===== src/rtl/repeat_responder_pkg.sv =====
// Shared defaults and types for the repeat_responder slice.
// Package name repeat_pkg is referenced by run_detector and repeat_responder.
package repeat_pkg;

    localparam int A_REPS_DEF = 2;
    localparam int DELAY_DEF  = 2;
    localparam int B_REPS_DEF = 2;
    localparam int TRIG_CNT_W = 8;

    typedef logic [TRIG_CNT_W-1:0] trig_cnt_t;

    function automatic trig_cnt_t trig_cnt_sat_inc(input trig_cnt_t v);
        return (v == {TRIG_CNT_W{1'b1}}) ? v : v + trig_cnt_t'(1);
    endfunction

endpackage


===== src/rtl/repeat_responder_run_detector.sv =====
// Consecutive-high counter on the request line; trig fires on every edge that
// completes (or extends) a run of A_REPS high samples.
module run_detector
    import repeat_pkg::*;
#(
    parameter int A_REPS = A_REPS_DEF
) (
    input  logic clk,
    input  logic rst_n,
    input  logic a,
    output logic trig
);

    localparam int RUN_W = (A_REPS > 1) ? $clog2(A_REPS) : 1;
    localparam logic [RUN_W-1:0] RUN_MAX = RUN_W'(A_REPS - 1);

    logic [RUN_W-1:0] r_run;

    always_ff @(posedge clk) begin
        if (!rst_n) begin
            r_run <= '0;
        end else if (!a) begin
            r_run <= '0;
        end else if (r_run != RUN_MAX) begin
            r_run <= r_run + RUN_W'(1);
        end
    end

    // Saturating at RUN_MAX keeps every further high edge a trigger.
    assign trig = a && (r_run >= RUN_MAX);

endmodule


===== src/rtl/repeat_responder.sv =====
// Drives b high for B_REPS cycles, DELAY cycles after each A_REPS-long run of a.
// Optional macro REPEAT_RESPONDER_ASSERT_EN embeds the protocol assertion and cover.
module repeat_responder
    import repeat_pkg::*;
#(
    parameter int A_REPS = A_REPS_DEF,
    parameter int DELAY  = DELAY_DEF,
    parameter int B_REPS = B_REPS_DEF
) (
    input  logic      clk,
    input  logic      rst_n,
    input  logic      a,
    output logic      b,
    output logic      match,
    output logic      busy,
    output trig_cnt_t trig_cnt
);

    localparam int HOLD_W = $clog2(B_REPS + 1);
    localparam logic [HOLD_W-1:0] HOLD_LOAD = HOLD_W'(B_REPS);

    logic              w_trig;
    logic              w_arrive;
    logic              w_pipe_busy;
    logic [HOLD_W-1:0] w_hold_nxt;
    logic [HOLD_W-1:0] r_hold;
    logic              r_b;
    logic              r_match;
    trig_cnt_t         r_trig_cnt;

    run_detector #(.A_REPS(A_REPS)) u_run (
        .clk   (clk),
        .rst_n (rst_n),
        .a     (a),
        .trig  (w_trig)
    );

    generate
        if (DELAY > 1) begin : g_pipe
            logic [DELAY-2:0] r_pipe;

            always_ff @(posedge clk) begin
                if (!rst_n) begin
                    r_pipe <= '0;
                end else begin
                    r_pipe <= (r_pipe << 1) | (DELAY-1)'(w_trig);
                end
            end

            assign w_arrive    = r_pipe[DELAY-2];
            assign w_pipe_busy = |r_pipe;
        end else begin : g_nopipe
            assign w_arrive    = w_trig;
            assign w_pipe_busy = 1'b0;
        end
    endgenerate

    // Arrival beats the decrement, so overlapping windows merge without a gap.
    always_comb begin
        w_hold_nxt = r_hold;
        if (w_arrive) begin
            w_hold_nxt = HOLD_LOAD;
        end else if (r_hold != '0) begin
            w_hold_nxt = r_hold - HOLD_W'(1);
        end
    end

    always_ff @(posedge clk) begin
        if (!rst_n) begin
            r_hold     <= '0;
            r_b        <= 1'b0;
            r_match    <= 1'b0;
            r_trig_cnt <= '0;
        end else begin
            r_hold  <= w_hold_nxt;
            r_b     <= (w_hold_nxt != '0);
            r_match <= w_trig;
            if (w_trig) begin
                r_trig_cnt <= trig_cnt_sat_inc(r_trig_cnt);
            end
        end
    end

    assign b        = r_b;
    assign match    = r_match;
    assign busy     = w_pipe_busy | (r_hold != '0);
    assign trig_cnt = r_trig_cnt;

`ifdef REPEAT_RESPONDER_ASSERT_EN
    generate
        if (A_REPS < 1 || A_REPS > 15) begin : g_bad_a_reps
            $error("repeat_responder: A_REPS out of range 1..15");
        end
        if (DELAY < 1 || DELAY > 15) begin : g_bad_delay
            $error("repeat_responder: DELAY out of range 1..15");
        end
        if (B_REPS < 1 || B_REPS > 15) begin : g_bad_b_reps
            $error("repeat_responder: B_REPS out of range 1..15");
        end
    endgenerate

    property p_response;
        @(posedge clk) disable iff (!rst_n) a[*A_REPS] |-> ##DELAY b[*B_REPS];
    endproperty

    a_response: assert property (p_response)
        else $error("repeat_responder: b response window violated");

    c_overlap: cover property (@(posedge clk) disable iff (!rst_n) a[*(A_REPS+1)]);
`endif

endmodule


===== config.mk =====
export PLATFORM = sky130hd
export DESIGN_NAME = repeat_responder
export DESIGN_NICKNAME = d
export VERILOG_FILES = /design/src/rtl/repeat_responder_pkg.sv /design/src/rtl/repeat_responder_run_detector.sv /design/src/rtl/repeat_responder.sv
export SDC_FILE = /design/constraint.sdc
export NUM_CORES = 1
export LEC_CHECK = 0
export ABC_CLOCK_PERIOD_IN_PS = 2170
export BUFFER_PORTS_ARGS = -buffer_cell sky130_fd_sc_hd__buf_4
export CAP_MARGIN = 10
export CORE_MARGIN = 2
export CORE_UTILIZATION = 33
export CTS_CLUSTER_SIZE = 14
export DETAILED_ROUTE_END_ITERATION = 12
export GPL_TIMING_DRIVEN = 0
export PLACE_DENSITY = 0.57
export SYNTH_ARGS = -nofsm -noshare
export SYNTH_HDL_FRONTEND = slang
export SYNTH_SLANG_ARGS = --single-unit

===== constraint.sdc =====
create_clock -name clk -period 2.17 [get_ports clk]
set_clock_uncertainty 0.1 [all_clocks]
set_input_delay 0.434 -clock clk [delete_from_list [all_inputs] [get_ports clk]]
set_output_delay 0.434 -clock clk [all_outputs]
set_load 0.02 [all_outputs]

---- Word-level counts from Yosys, hierarchy flattened ----
Index checks and enable logic that the tools add are counted.
operators by class
  equality and inequality tests ........... 1
  reduce and logical (&&, ||, !) cells .... 5
  bitwise logic cells ..................... 2
  $add $sub $neg .......................... 3
  multipliers ............................. 0
  mux-type cells .......................... 3
  shift-type cells ........................ 0
  div/mod/pow operators ................... 0
  magnitude comparators ................... 1
operators with widths
  cell                   number
  $add A8 B1 Y8 const B  1
  $eq A8 B8 Y1 const B   1
  $mux W2                2
  $reduce_and A2 Y1      2
  $reduce_bool A2 Y1     2
  $sub A2 B1 Y2 const B  1
  $add A1 B1 Y1 const B  1
  $ge A1 B1 Y1 const B   1
  $logic_and A1 B1 Y1    1
  $mux W1                1
  $not A1 Y1             1
  $or A1 B1 Y1           1
word-level totals
  bits in writable memories ............... 0
  logic and storage cells ................. 20
  register bits ........................... 13
  input bits .............................. 3
  latch bits .............................. 0
  ROM bits ................................ 0
  output and inout port bits .............. 11
  memories ................................ 0

---- Longest topological paths before layout ----
  depth in word-level cells ............... 4
  mapped depth ............................ 5
  mapped depth without buffers ............ 5

---- Hierarchy ----
A second synthesis with hierarchy kept.
unflattened totals
  cell total of the unflattened synthesis .. 62
  area total of the unflattened synthesis .. 589.3 µm²
modules (own cells, without submodules)
  module            instances  area an instance (µm²)  sequential area each (µm²)  cells an instance
  repeat_responder  1          556.8                   240.2                       59
  run_detector      1          32.5                    20.0                        3

---- Worst setup path before layout ----
OpenSTA, ideal clock, no wires.
  path type ............................... reg-to-reg
  start point ............................. register r_trig_cnt[0], in the netlist trig_cnt[0]
  end point ............................... register r_trig_cnt[6], in the netlist trig_cnt[6]
  setup slack ............................. 0.400 ns
  arrival ................................. 1.554 ns
  clock period less this slack ............ 1.770 ns
  stages on the path, launching flop included .. 5
  buffers on the path ..................... 0
  data required time ...................... 1.955 ns
  setup time .............................. 0.115 ns
  path through ............................ dfxtp_1 > ha_1 > nand4_1 > or4_1 > and3_1
on the way
  longest elaborated chain between the ends .. 3
  elaborated cells on any way between the ends .. 4
  those cells by class .................... 1 x add/sub; 1 x eq/ne; 1 x bitwise; 1 x reduce/logical
RTL lines
  item                                                                   RTL line                RTL
  start, declared                                                        repeat_responder.sv:29  trig_cnt_t r_trig_cnt;
  start signal, assigned                                                 repeat_responder.sv:79  r_trig_cnt <= trig_cnt_sat_inc(r_trig_cnt);
  parallel branches: the longest is 3 deep, another holds $add A8 B1 Y8  n/a
Several ways; the timed one is not identified.
A chain may end at the register's enable or synchronous reset.

---- Worst setup path in the final report ----
Same ends and word-level chain as after synthesis.

==> results summary <==
The cell chosen for the clock root is sky130_fd_sc_hd__clkbuf_4. Total power for the finished layout comes to ~0.42 mW. The peak supply drop came out at around 0.32 mV. The effective utilization at floorplan came out at a little over a third. Relative to the synthesized area, the layout overhead comes to 26.5%. The final instance area is approximately 690 µm². The count of final max-slew check failures is 0. The cell with the biggest individual delay on the critical path is sky130_fd_sc_hd__or4_1. The total count of hold-check failures in the final report is 0. In this run the deepest clock path goes through 2 buffers.

Counting every instance in the synthesized netlist gives 59. The boundary pin count is 14. In this run, the number of DRC markers left after iteration 0 of detailed routing was 7. In the final design database the tool counted 81 nets.

The global routing usage summed across all routing layers came out at between 10% and 20%. The synthesized flop and latch total came out at 13. The worst setup path is launched from a flop. The share of the clock period used by the worst path after layout is between 70 and 80%. The number of antenna violations at the first check in global routing is 0. The wire length of the first global-routing pass came out at 1700 µm.

TritonCTS created 3 clock buffers. Dividing the detail-routed via count by the number of cells gives 5.08. Summing all placed instances gives a cell area of 664 µm².

The hold-fix buffer count after cts is 0. Data on the critical path is required at its endpoint by 2.24 ns. The number of port buffers came out at 13. The number of design rule violations left after detail routing came out at 0. Among cell families on the critical path, the largest total delay comes from simple AND/OR/NAND/NOR gates.

For the pin with the worst max-slew slack, the measured transition is around 0.38 ns. The number of distinct library cells after synthesis is 27. The half-perimeter wire length after placement is 762 µm. The tool flagged a number of max-cap violations equal to 0.

The achievable frequency is 577 MHz. The floorplan core area came out at 1520 µm². In the layout the commonest cells are 13 x sky130_fd_sc_hd__dfxtp_1, 13 x sky130_fd_sc_hd__buf_4, 5 x sky130_fd_sc_hd__nor2_1, 5 x sky130_fd_sc_hd__o21ai_0. The detailed-routing iteration count for the pre-antenna-repair pass came out at 4. The total power density per cell area came out at 604 nW/µm². Data arrives at the worst endpoint at 1.81 ns. The die is 44.7 µm wide. TritonCTS built the clock tree. The largest single stage delay on the critical path is 0.49 ns. The insertion delay of the later-clocked pin in the worst-skew pair came out at 0.27 ns. The clock period could shrink to 1.73 ns. The total nets after synthesis is 63. The maximum fanout encountered on the critical timing path is 4. The congestion estimate from routability-driven global placement came to 0.658. Setup repair after global routing left no endpoint under its margin. The sequential element share of the synthesized area came out at 47.6%.

The largest net degree at the start of global routing came out at 11. Dividing the detail-routed wire length by the instance count gives 10.9 µm. In this run the tightest slew margin relative to its limit is roughly 75%.

The class of the most critical setup path is reg2reg. The overflow left after global routing came out at 0. The antenna diode count is 0.

The signal on the critical path passes through ha_1 -> nand4_1 -> or4_1 -> and3_1. The die covers ~2000 µm². The via count of the routed design came out at 467. The die boundary height came out at 44.7 µm.

The fraction of layout cells with a size suffix above 1 is slightly below 30%. The row count is 14. After clock tree synthesis, the clock-pin slew on the worst setup and hold paths is 0.08 ns. The aggregate routed wire length is around 1000 µm. The number of gates resized after CTS is 0. The buffering stage count on the worst path with inverters included came out at 0.

The number of buffers added for setup after CTS is 0. The average cell area after synthesis came out at 9.27 µm². The flow ran to the end, and the final reports show no timing, DRC or antenna violations. Final hold analysis gives a worst-case slack of ~0.31 ns. The post-synthesis instance area is 547 µm². In this run the remaining antenna-violating nets after routing total 0. The total number of clock tree sinks came out at 13. In this run the static leakage power is 0.284 nW. The min-delay analysis places its worst path in the category in2reg. The final-layout setup total negative slack is 0 ns. The depth of the CTS H-tree is 1. The number of warning messages in the yosys log is 0. The number of endpoints failing setup at the final stage is 0. STA classifies the critical path endpoint as a flop. The number of global-route vias before repair came to 412.
==> cell usage after synthesis, drive strengths merged <==
cell type / count / share of area (%)
nand3: 4 / 3.7
inv: 2 / 1.4
ha: 1 / 2.3
or3: 2 / 2.3
nor2b: 1 / 1.1
o21a: 1 / 1.4
or4: 2 / 2.7
clkbuf: 1 / 0.69
and2: 3 / 4.1
nand2: 4 / 2.7
xnor2: 1 / 1.6
o31ai: 1 / 1.4
a21oi: 2 / 1.8
o221a: 1 / 2.1
dfxtp: 13 / 48
nor3b: 1 / 1.4
a31oi: 1 / 1.1
a21boi: 2 / 2.7
nand4: 3 / 6.2
o21ai: 5 / 4.6
nor2: 5 / 3.4
and3: 3 / 3.7
==> worst reg2reg max path: stages, from the launching register on <==
cell and delay, ns:
sky130_fd_sc_hd__dfxtp_1 0.43, sky130_fd_sc_hd__ha_1 0.25, sky130_fd_sc_hd__nand4_1 0.17, sky130_fd_sc_hd__or4_1 0.49, sky130_fd_sc_hd__and3_1 0.19
==> layout make-up <==
cell class	count	area, µm²
Fill cell	165	832
Multi-Input combinational cell	43	275
Sequential cell	13	260
Timing Repair Buffer	13	97.6
Clock buffer	3	22.5
Tap cell	16	20.0
Inverter	2	7.51
Clock inverter	1	5.00
Buffer	1	3.75
==> registers in the layout, indices dropped and copies added, names as in the netlist <==
| signal | count |
|---|---|
| trig_cnt | 8 |
| match | 1 |
| b | 1 |
| r_hold | 2 |
| u_run.r_run | 1 |
==> metal layers <==
metal / up-vias / track usage, % / share of wire, %
met5: - / 0 / 0
met4: 0 / 9.09 / 1.0
met3: 2 / 2.40 / 5.0
met2: 9 / 15.7 / 40
met1: 208 / 16.4 / 54
li1: 248 / - / -
==> kinds of logic after synthesis <==
group	Yosys count	synth area share, %
XOR/XNOR	1	1.60
buffers and inverters	3	2.06
adder cells (fa/ha/maj)	1	2.29
AND/OR/NAND/NOR	28	31.4
flip-flops	13	47.6
AO/OA/AOI/OAI	13	15.1
==> worst paths after layout <==
| check | slack [ns] | from | cells past startpoint | to |
|---|---|---|---|---|
| setup / recovery | 0.44 | trig_cnt[0]$_SDFFE_PN0P_ | 4 | trig_cnt[6]$_SDFFE_PN0P_ |
| setup reg to reg | 0.44 | trig_cnt[0]$_SDFFE_PN0P_ | 4 | trig_cnt[6]$_SDFFE_PN0P_ |
| hold / removal | 0.31 | a | 2 | u_run.r_run$_SDFF_PN0_ |
| hold reg to reg | 0.40 | r_hold[1]$_SDFF_PN0_ | 1 | r_hold[0]$_SDFF_PN0_ |
==> through the flow <==
stage	setup slack, ns	util, %	std cells
2_1_floorplan	0.400	-	59
3_3_place_gp	0.437	43.6	88
6_report	0.436	45.4	92
3_5_place_dp	0.447	43.6	88
5_1_grt	0.352	45.4	92
4_1_cts	0.431	45.4	92
==> report_power, final <==
| part | switching [mW] | total [mW] | internal (mW) |
|---|---|---|---|
| clock | 0.0811 | 0.149 | 0.0682 |
| sequential | 0.00340 | 0.245 | 0.242 |
| combinational | 0.0115 | 0.0234 | 0.0119 |
Note: power is estimated with default switching activity, not from simulation.
